==> config.mk <==
export PLATFORM = sky130hd
export DESIGN_NAME = sfx_player
export DESIGN_NICKNAME = d
export VERILOG_FILES = /design/src/rtl/sfx_pkg.sv /design/src/rtl/sfx_envelope.sv /design/src/rtl/sfx_player.sv
export SDC_FILE = /design/constraint.sdc
export NUM_CORES = 1
export LEC_CHECK = 0
export BUFFER_PORTS_ARGS = -buffer_cell sky130_fd_sc_hd__buf_2
export CORE_MARGIN = 4
export CORE_UTILIZATION = 60
export DETAILED_ROUTE_END_ITERATION = 8
export GPL_TIMING_DRIVEN = 0
export PLACE_DENSITY = 0.77
export SLEW_MARGIN = 30
export SYNTH_ARGS = -nofsm -noshare
export SYNTH_HDL_FRONTEND = slang
export SYNTH_SLANG_ARGS = --single-unit
==> constraint.sdc <==
create_clock -name clk -period 7.4 [get_ports clk]
set_input_delay 0.74 -clock clk [delete_from_list [all_inputs] [get_ports clk]]
set_output_delay 0.74 -clock clk [all_outputs]
set_load 0.05 [all_outputs]
==> src/rtl/sfx_pkg.sv <==
// sfx_pkg: shared state type, effect ids, per-effect tone/sweep tables and the
// duty decay helper used by sfx_player and sfx_envelope.
// Optional feature macro: SFX_SWEEP_EN (adds the per-effect pitch sweep table).
package sfx_pkg;

   typedef enum logic [1:0] {
      IDLE = 2'd0,
      PLAY = 2'd1,
      DONE = 2'd2
   } sfx_state_t;

   typedef logic [1:0] sfx_id_t;

   localparam sfx_id_t SFX_JUMP  = 2'd0;
   localparam sfx_id_t SFX_SCORE = 2'd1;
   localparam sfx_id_t SFX_DIE   = 2'd2;

   localparam int NUM_TABLE = 3;

   // Tone half-period multiplier per effect; 0 means pure envelope.
   localparam int unsigned TONE_MULT [NUM_TABLE] = '{0, 1, 4};

`ifdef SFX_SWEEP_EN
   // Effects whose tone falls in pitch at every stage wrap.
   localparam bit SWEEP [NUM_TABLE] = '{1'b0, 1'b0, 1'b1};

   function automatic bit sweep_en(input sfx_id_t id);
      case (id)
         SFX_JUMP:  return SWEEP[0];
         SFX_SCORE: return SWEEP[1];
         SFX_DIE:   return SWEEP[2];
         default:   return 1'b0;
      endcase
   endfunction
`endif

   function automatic int unsigned tone_mult(input sfx_id_t id);
      case (id)
         SFX_JUMP:  return TONE_MULT[0];
         SFX_SCORE: return TONE_MULT[1];
         SFX_DIE:   return TONE_MULT[2];
         default:   return 0;
      endcase
   endfunction

   // Geometric decay with a floor; subtracting a right-shifted copy of itself
   // can never underflow, so the result only needs the floor clamp.
   function automatic logic [31:0] next_duty(input logic [31:0] duty,
                                             input int unsigned shift,
                                             input logic [31:0] floor_v);
      logic [31:0] d;
      d = duty - (duty >> shift);
      return (d < floor_v) ? floor_v : d;
   endfunction

endpackage

==> src/rtl/sfx_envelope.sv <==
// sfx_envelope: stage counter, stage index and decaying duty register of the
// sound effect envelope. env is high while the counter is below the duty.
module sfx_envelope
   import sfx_pkg::*;
#(
   parameter int PERIOD      = 333333,
   parameter int CNT_W       = 19,
   parameter int NUM_STAGES  = 31,
   parameter int DECAY_SHIFT = 3,
   parameter int MIN_DUTY    = 25
) (
   input  logic clk,
   input  logic rst,
   input  logic start,
   input  logic run,
   output logic env,
   output logic stage_wrap,
   output logic last_wrap
);

   localparam int STAGE_W = (NUM_STAGES > 1) ? $clog2(NUM_STAGES) : 1;
   localparam logic [CNT_W-1:0]   CNT_LAST   = CNT_W'(PERIOD - 1);
   localparam logic [CNT_W-1:0]   DUTY_INIT  = CNT_W'(PERIOD >> 1);
   localparam logic [STAGE_W-1:0] STAGE_LAST = STAGE_W'(NUM_STAGES - 1);

   logic [CNT_W-1:0]   counter_q, counter_d;
   logic [CNT_W-1:0]   duty_q, duty_d;
   logic [STAGE_W-1:0] stage_q, stage_d;

   // Envelope level and wrap strobes from the current counter/stage.
   always_comb begin
      env        = (counter_q < duty_q);
      stage_wrap = run && (counter_q == CNT_LAST);
      last_wrap  = stage_wrap && (stage_q == STAGE_LAST);
   end

   // Next state: restart wins, otherwise count and decay on every wrap.
   always_comb begin
      counter_d = counter_q;
      stage_d   = stage_q;
      duty_d    = duty_q;
      if (start) begin
         counter_d = '0;
         stage_d   = '0;
         duty_d    = DUTY_INIT;
      end else if (run) begin
         if (stage_wrap) begin
            counter_d = '0;
            stage_d   = stage_q + STAGE_W'(1);
            duty_d    = CNT_W'(next_duty(32'(duty_q), DECAY_SHIFT, 32'(MIN_DUTY)));
         end else begin
            counter_d = counter_q + CNT_W'(1);
         end
      end
   end

   // Envelope registers with synchronous clear.
   always_ff @(posedge clk) begin
      if (rst) begin
         counter_q <= '0;
         stage_q   <= '0;
         duty_q    <= '0;
      end else begin
         counter_q <= counter_d;
         stage_q   <= stage_d;
         duty_q    <= duty_d;
      end
   end

endmodule

==> src/rtl/sfx_player.sv <==
// sfx_player: multi-effect PWM sound generator driving the speaker pin.
// Highest-index trigger wins; equal or higher priority retriggers restart.
// Optional feature macro: SFX_SWEEP_EN (falling-pitch sweep on selected effects).
module sfx_player
   import sfx_pkg::*;
#(
   parameter int PERIOD      = 333333,
   parameter int CNT_W       = 19,
   parameter int NUM_STAGES  = 31,
   parameter int DECAY_SHIFT = 3,
   parameter int MIN_DUTY    = 25,
   parameter int NUM_SOUNDS  = 3,
   parameter int TONE_BASE   = 25000
) (
   input  logic                   clk,
   input  logic                   rst,
   input  logic [NUM_SOUNDS-1:0]  trigger,
   input  logic                   mute,
   output logic                   wave_out,
   output logic                   busy,
   output logic                   done,
   output logic [((NUM_SOUNDS > 1) ? $clog2(NUM_SOUNDS) : 1)-1:0] active_id
);

   localparam int ID_W = (NUM_SOUNDS > 1) ? $clog2(NUM_SOUNDS) : 1;

   sfx_state_t       state_q;
   logic             wave_q, busy_q, done_q;
   logic [ID_W-1:0]  active_id_q;
   logic [CNT_W-1:0] tone_half_q, tone_half_d;
   logic [CNT_W-1:0] tone_cnt_q, tone_cnt_d;
   logic             tone_ph_q, tone_ph_d;

   logic [ID_W-1:0]  trig_id;
   logic             accept;
   logic [CNT_W-1:0] tone_start;
   logic             tone;
   logic             env, stage_wrap, last_wrap;

   sfx_envelope #(
      .PERIOD      (PERIOD),
      .CNT_W       (CNT_W),
      .NUM_STAGES  (NUM_STAGES),
      .DECAY_SHIFT (DECAY_SHIFT),
      .MIN_DUTY    (MIN_DUTY)
   ) u_env (
      .clk        (clk),
      .rst        (rst),
      .start      (accept),
      .run        (state_q == PLAY),
      .env        (env),
      .stage_wrap (stage_wrap),
      .last_wrap  (last_wrap)
   );

   // Priority select (highest index wins) and acceptance rule.
   always_comb begin
      trig_id = '0;
      for (int i = 0; i < NUM_SOUNDS; i++) begin
         if (trigger[i]) trig_id = ID_W'(i);
      end
      accept = (|trigger) && ((state_q != PLAY) || (trig_id >= active_id_q));
      tone_start = (32'(trig_id) < NUM_TABLE)
                   ? CNT_W'(TONE_BASE * tone_mult(sfx_id_t'(trig_id))) : '0;
   end

   // Tone generator: square wave of half-period tone_half, optional sweep.
   always_comb begin
      tone        = (tone_half_q == '0) || tone_ph_q;
      tone_cnt_d  = tone_cnt_q;
      tone_ph_d   = tone_ph_q;
      tone_half_d = tone_half_q;
      if (tone_half_q != '0) begin
         if (tone_cnt_q >= tone_half_q - CNT_W'(1)) begin
            tone_cnt_d = '0;
            tone_ph_d  = ~tone_ph_q;
         end else begin
            tone_cnt_d = tone_cnt_q + CNT_W'(1);
         end
      end
`ifdef SFX_SWEEP_EN
      if (stage_wrap && (32'(active_id_q) < NUM_TABLE) && sweep_en(sfx_id_t'(active_id_q))) begin
         logic [CNT_W:0] sweep_sum;
         sweep_sum   = (CNT_W+1)'(tone_half_q) + (CNT_W+1)'(tone_half_q >> 4);
         tone_half_d = sweep_sum[CNT_W] ? '1 : sweep_sum[CNT_W-1:0];
      end
`endif
   end

   // Player FSM with registered speaker, status and tone state.
   always_ff @(posedge clk) begin
      if (rst) begin
         state_q     <= IDLE;
         wave_q      <= 1'b0;
         busy_q      <= 1'b0;
         done_q      <= 1'b0;
         active_id_q <= '0;
         tone_half_q <= '0;
         tone_cnt_q  <= '0;
         tone_ph_q   <= 1'b0;
      end else begin
         done_q <= 1'b0;
         // Speaker is silent on start/restart edges and on the completing wrap.
         wave_q <= (state_q == PLAY) && !accept && !last_wrap && env && tone && !mute;
         if (accept) begin
            state_q     <= PLAY;
            busy_q      <= 1'b1;
            active_id_q <= trig_id;
            tone_half_q <= tone_start;
            tone_cnt_q  <= '0;
            tone_ph_q   <= 1'b1;
         end else begin
            case (state_q)
               PLAY: begin
                  tone_cnt_q  <= tone_cnt_d;
                  tone_ph_q   <= tone_ph_d;
                  tone_half_q <= tone_half_d;
                  if (last_wrap) begin
                     state_q <= DONE;
                     busy_q  <= 1'b0;
                     done_q  <= 1'b1;
                  end
               end
               DONE:    state_q <= IDLE;
               default: state_q <= IDLE;
            endcase
         end
      end
   end

   assign wave_out  = wave_q;
   assign busy      = busy_q;
   assign done      = done_q;
   assign active_id = active_id_q;

endmodule
==> impl_metrics.py <==
metrics = {
    "grt": {
        "use_met2": 0.421,
        "grt.total_usage": 0.255,
        "grt_pass1_wl_mm": 20.4,
        "grt.busiest_layer": "met2",
        "grt_pass1_vias": 4264,
        "grt_max_degree": 14,
        "grt_overflow": 0,
        "use_met3": 0.0425,
        "antenna_found_initial": 0,
        "grt_use_met1": 0.331,
    },
    "hold_path": {
        "hold_path_class": "flip-flop to flip-flop",
    },
    "sta": {
        "max_slew.worst_pin.slew_ns": 0.863,
        "max_freq_mhz": 213,
        "whs_ns": 0.497,
        "fin_crit_sh": 0.634,
        "maxSlewHeadroom": 0.410,
        "tns_ns": 0,
        "hold_violations": 0,
        "slew_viol_final": 0,
        "setup_violations": 0,
        "rsz0062_at_grt": "false",
        "fin_skew_ns": 0.00935,
        "layout_min_cycle_time_ns": 4.69,
    },
    "worst_setup_path": {
        "crit_path_max_fanout": 11,
        "cp_slowest_cell": "a2111oi_0",
        "worstPathArrival_ns": 4.97,
        "required_ns": 7.68,
        "critical_path_class": "flip-flop to flip-flop",
        "worst_setup_path_end_kind": "flip-flop",
        "max_stage_delay_ns": 0.80,
        "crit_path_start_kind": "flip-flop",
        "path_cells": "inv_1 -> ha_1 -> a2111oi_0 -> inv_1 -> ha_1 -> a2111oi_0 -> nand2b_1 -> o31ai_1 -> o21ai_1 -> clkbuf_1 -> nor2_1",
    },
    "synthesis": {
        "synth-edff-count": 0,
        "yosysWarnings": 0,
        "ys_ff_latch": 73,
        "syn_area_per_cell_um2": 8.23,
        "synth-seq-area-share": 0.298,
        "synth.area.top_cells": "dfxtp_1, ha_1, xor2_1",
        "synth_top_cell_by_area": "dfxtp_1",
        "synth_top_area_share": 0.298,
        "syn_nets": 663,
        "synthDistinctLibCells": 62,
        "synth_area_um2": 4910,
        "syn_inst": 597,
        "async_flop_share": 0,
        "synth_ff_type": "dfxtp_1",
    },
    "die": {
        "fp.dieW_um": 98.5,
        "initial_core_util": 0.626,
        "core_area_um2": 7850,
        "std_cell_rows": 32,
        "die_height_um": 98.5,
        "io_pins": 11,
        "die_area_um2": 9700,
    },
    "placement": {
        "io_buffers": 10,
        "placed_cells": 709,
        "dp_hpwl_mm": 9.13,
        "gp_congestion": 1.01,
        "dpl-instance-area_um2": 5090,
    },
    "pwr": {
        "swShare": 0.298,
        "p_sw_uw": 266,
        "pwr-share-clk": 0.363,
        "irDropWorstVdd_uv": 115,
        "cellPowerDensity_nw_per_um2": 168,
        "p_seq_frac": 0.457,
        "leakagePower_uw": 0.00218,
        "combPwrFrac": 0.180,
        "p_int_uw": 626,
    },
    "clocking": {
        "clk_pin_slew_ns": 0.08,
        "cts.path.max_buffers": 2,
        "cts_max_level": 3,
        "clock_latency_ns": 0.35,
        "clock-sinks": 73,
        "holdBufCountCts": 0,
        "numCtsBuffers": 9,
        "postCtsSetupBuffers": 0,
        "root_buffer": "clkbuf_8",
        "cts_resized": 0,
        "cts_tree": "done",
    },
    "route": {
        "wl_mm": 11.8,
        "dr_total_vias": 4447,
        "viasPerCell": 6.13,
        "first_pass_iters": 7,
        "drc": 0,
        "wl_per_cell_um": 16.3,
        "ant_nets": 0,
        "drt_iter0_drc": 193,
    },
    "cells_and_area": {
        "fin_nets": 684,
        "layout_commonest_cell": "dfxtp_1",
        "fin_cells": 725,
        "antenna_cells": 0,
        "drive_above_1_share": 0.0626,
        "stdcell_area_um2": 5300,
        "layout_common_cells": "dfxtp_1, nor2_1, ha_1",
        "area_growth_pct": 7.92,
    },
    "run": {
        "drv_cap": 0,
    },
    "outcome": {
        "outcome": "completed",
    },
}
power groups by stage:
stage | registers [µW] | logic [µW] | clock network, µW
4_1_cts | 407 | 159 | 331
5_1_grt | 408 | 180 | 348
2_1_floorplan | 417 | 118 | 0
6_report | 407 | 161 | 324
3_3_place_gp | 416 | 152 | 0
3_5_place_dp | 416 | 157 | 0
routing by layer:
metal | vias to the layer above | part of all wire
li1 | 2185 | -
met1 | 2117 | 0.45
met2 | 115 | 0.48
met3 | 30 | 0.045
met4 | 0 | 0.027
met5 | - | 0
state kept, by name (all words and copies together), names as in the netlist:
name             flops
u_env.duty_q        19
tone_half_d          3
tone_cnt_q          19
wave_out             1
done                 1
u_env.counter_q     19
active_id            2
u_env.stage_q        5
tone_ph_q            1
busy                 1
state_q              2
per-stage QoR:
stage	total power [µW]	util	setup slack, ns
2_1_floorplan	535	-	4.08
3_3_place_gp	568	0.648	3.06
3_5_place_dp	573	0.649	2.84
4_1_cts	896	0.675	2.80
5_1_grt	936	0.675	2.34
6_report	892	0.675	2.71
final timing paths:
check | endpoint | start | cells after the start | slack (ns)
hold / removal | u_env.duty_q[7] | u_env.duty_q[7] | 2 | 0.50
setup reg to reg | tone_cnt_q[8] | active_id[0] | 11 | 2.71
setup / recovery | tone_cnt_q[8] | active_id[0] | 11 | 2.71
hold reg to reg | u_env.duty_q[7] | u_env.duty_q[7] | 2 | 0.50
logic make-up (layout without fill, tap and decap cells):
| group | Yosys count | after routing | synth area share |
|---|---|---|---|
| simple gates | 225 | 225 | 0.228 |
| compound gates | 140 | 140 | 0.192 |
| flops | 73 | 73 | 0.298 |
| fa+ha+maj | 60 | 60 | 0.154 |
| xor+xnor | 49 | 49 | 0.0874 |
| buf+inv | 49 | 75 | 0.0382 |
| mux | 1 | 1 | 0.00229 |
synth_stat cells, types with 7 or more instances:
| master | number |
|---|---|
| inv_1 | 29 |
| ha_1 | 59 |
| a211oi_1 | 9 |
| xor2_1 | 31 |
| clkbuf_1 | 18 |
| nand2_1 | 39 |
| a21oi_1 | 51 |
| xnor2_1 | 18 |
| nand4_1 | 12 |
| nor2_1 | 70 |
| nand2b_1 | 11 |
| a21o_1 | 17 |
| nor3_1 | 10 |
| dfxtp_1 | 73 |
| and3_1 | 14 |
| nand3_1 | 31 |
| o21ai_0 | 21 |
| and4_1 | 7 |
worst max-delay path, delay by kind of cell, from the launching register on:
kind / cells / cell delay, ns
AOI/OAI and AO/OA: 4 / 2.48
buffers and inverters: 3 / 0.64
DFF: 1 / 0.61
adders and majority gates: 2 / 0.59
and+or+nand+nor: 2 / 0.29
layout make-up:
type | instances | area (µm²)
Fill cell | 691 | 2550
Clock buffer | 10 | 138
Inverter | 29 | 109
Clock inverter | 6 | 67.6
Multi-Input combinational cell | 475 | 3270
Buffer | 20 | 78.8
Sequential cell | 73 | 1460
Timing Repair Buffer | 10 | 50.0
Tap cell | 102 | 128
No activity file was read; power rests on OpenSTA's default activity.
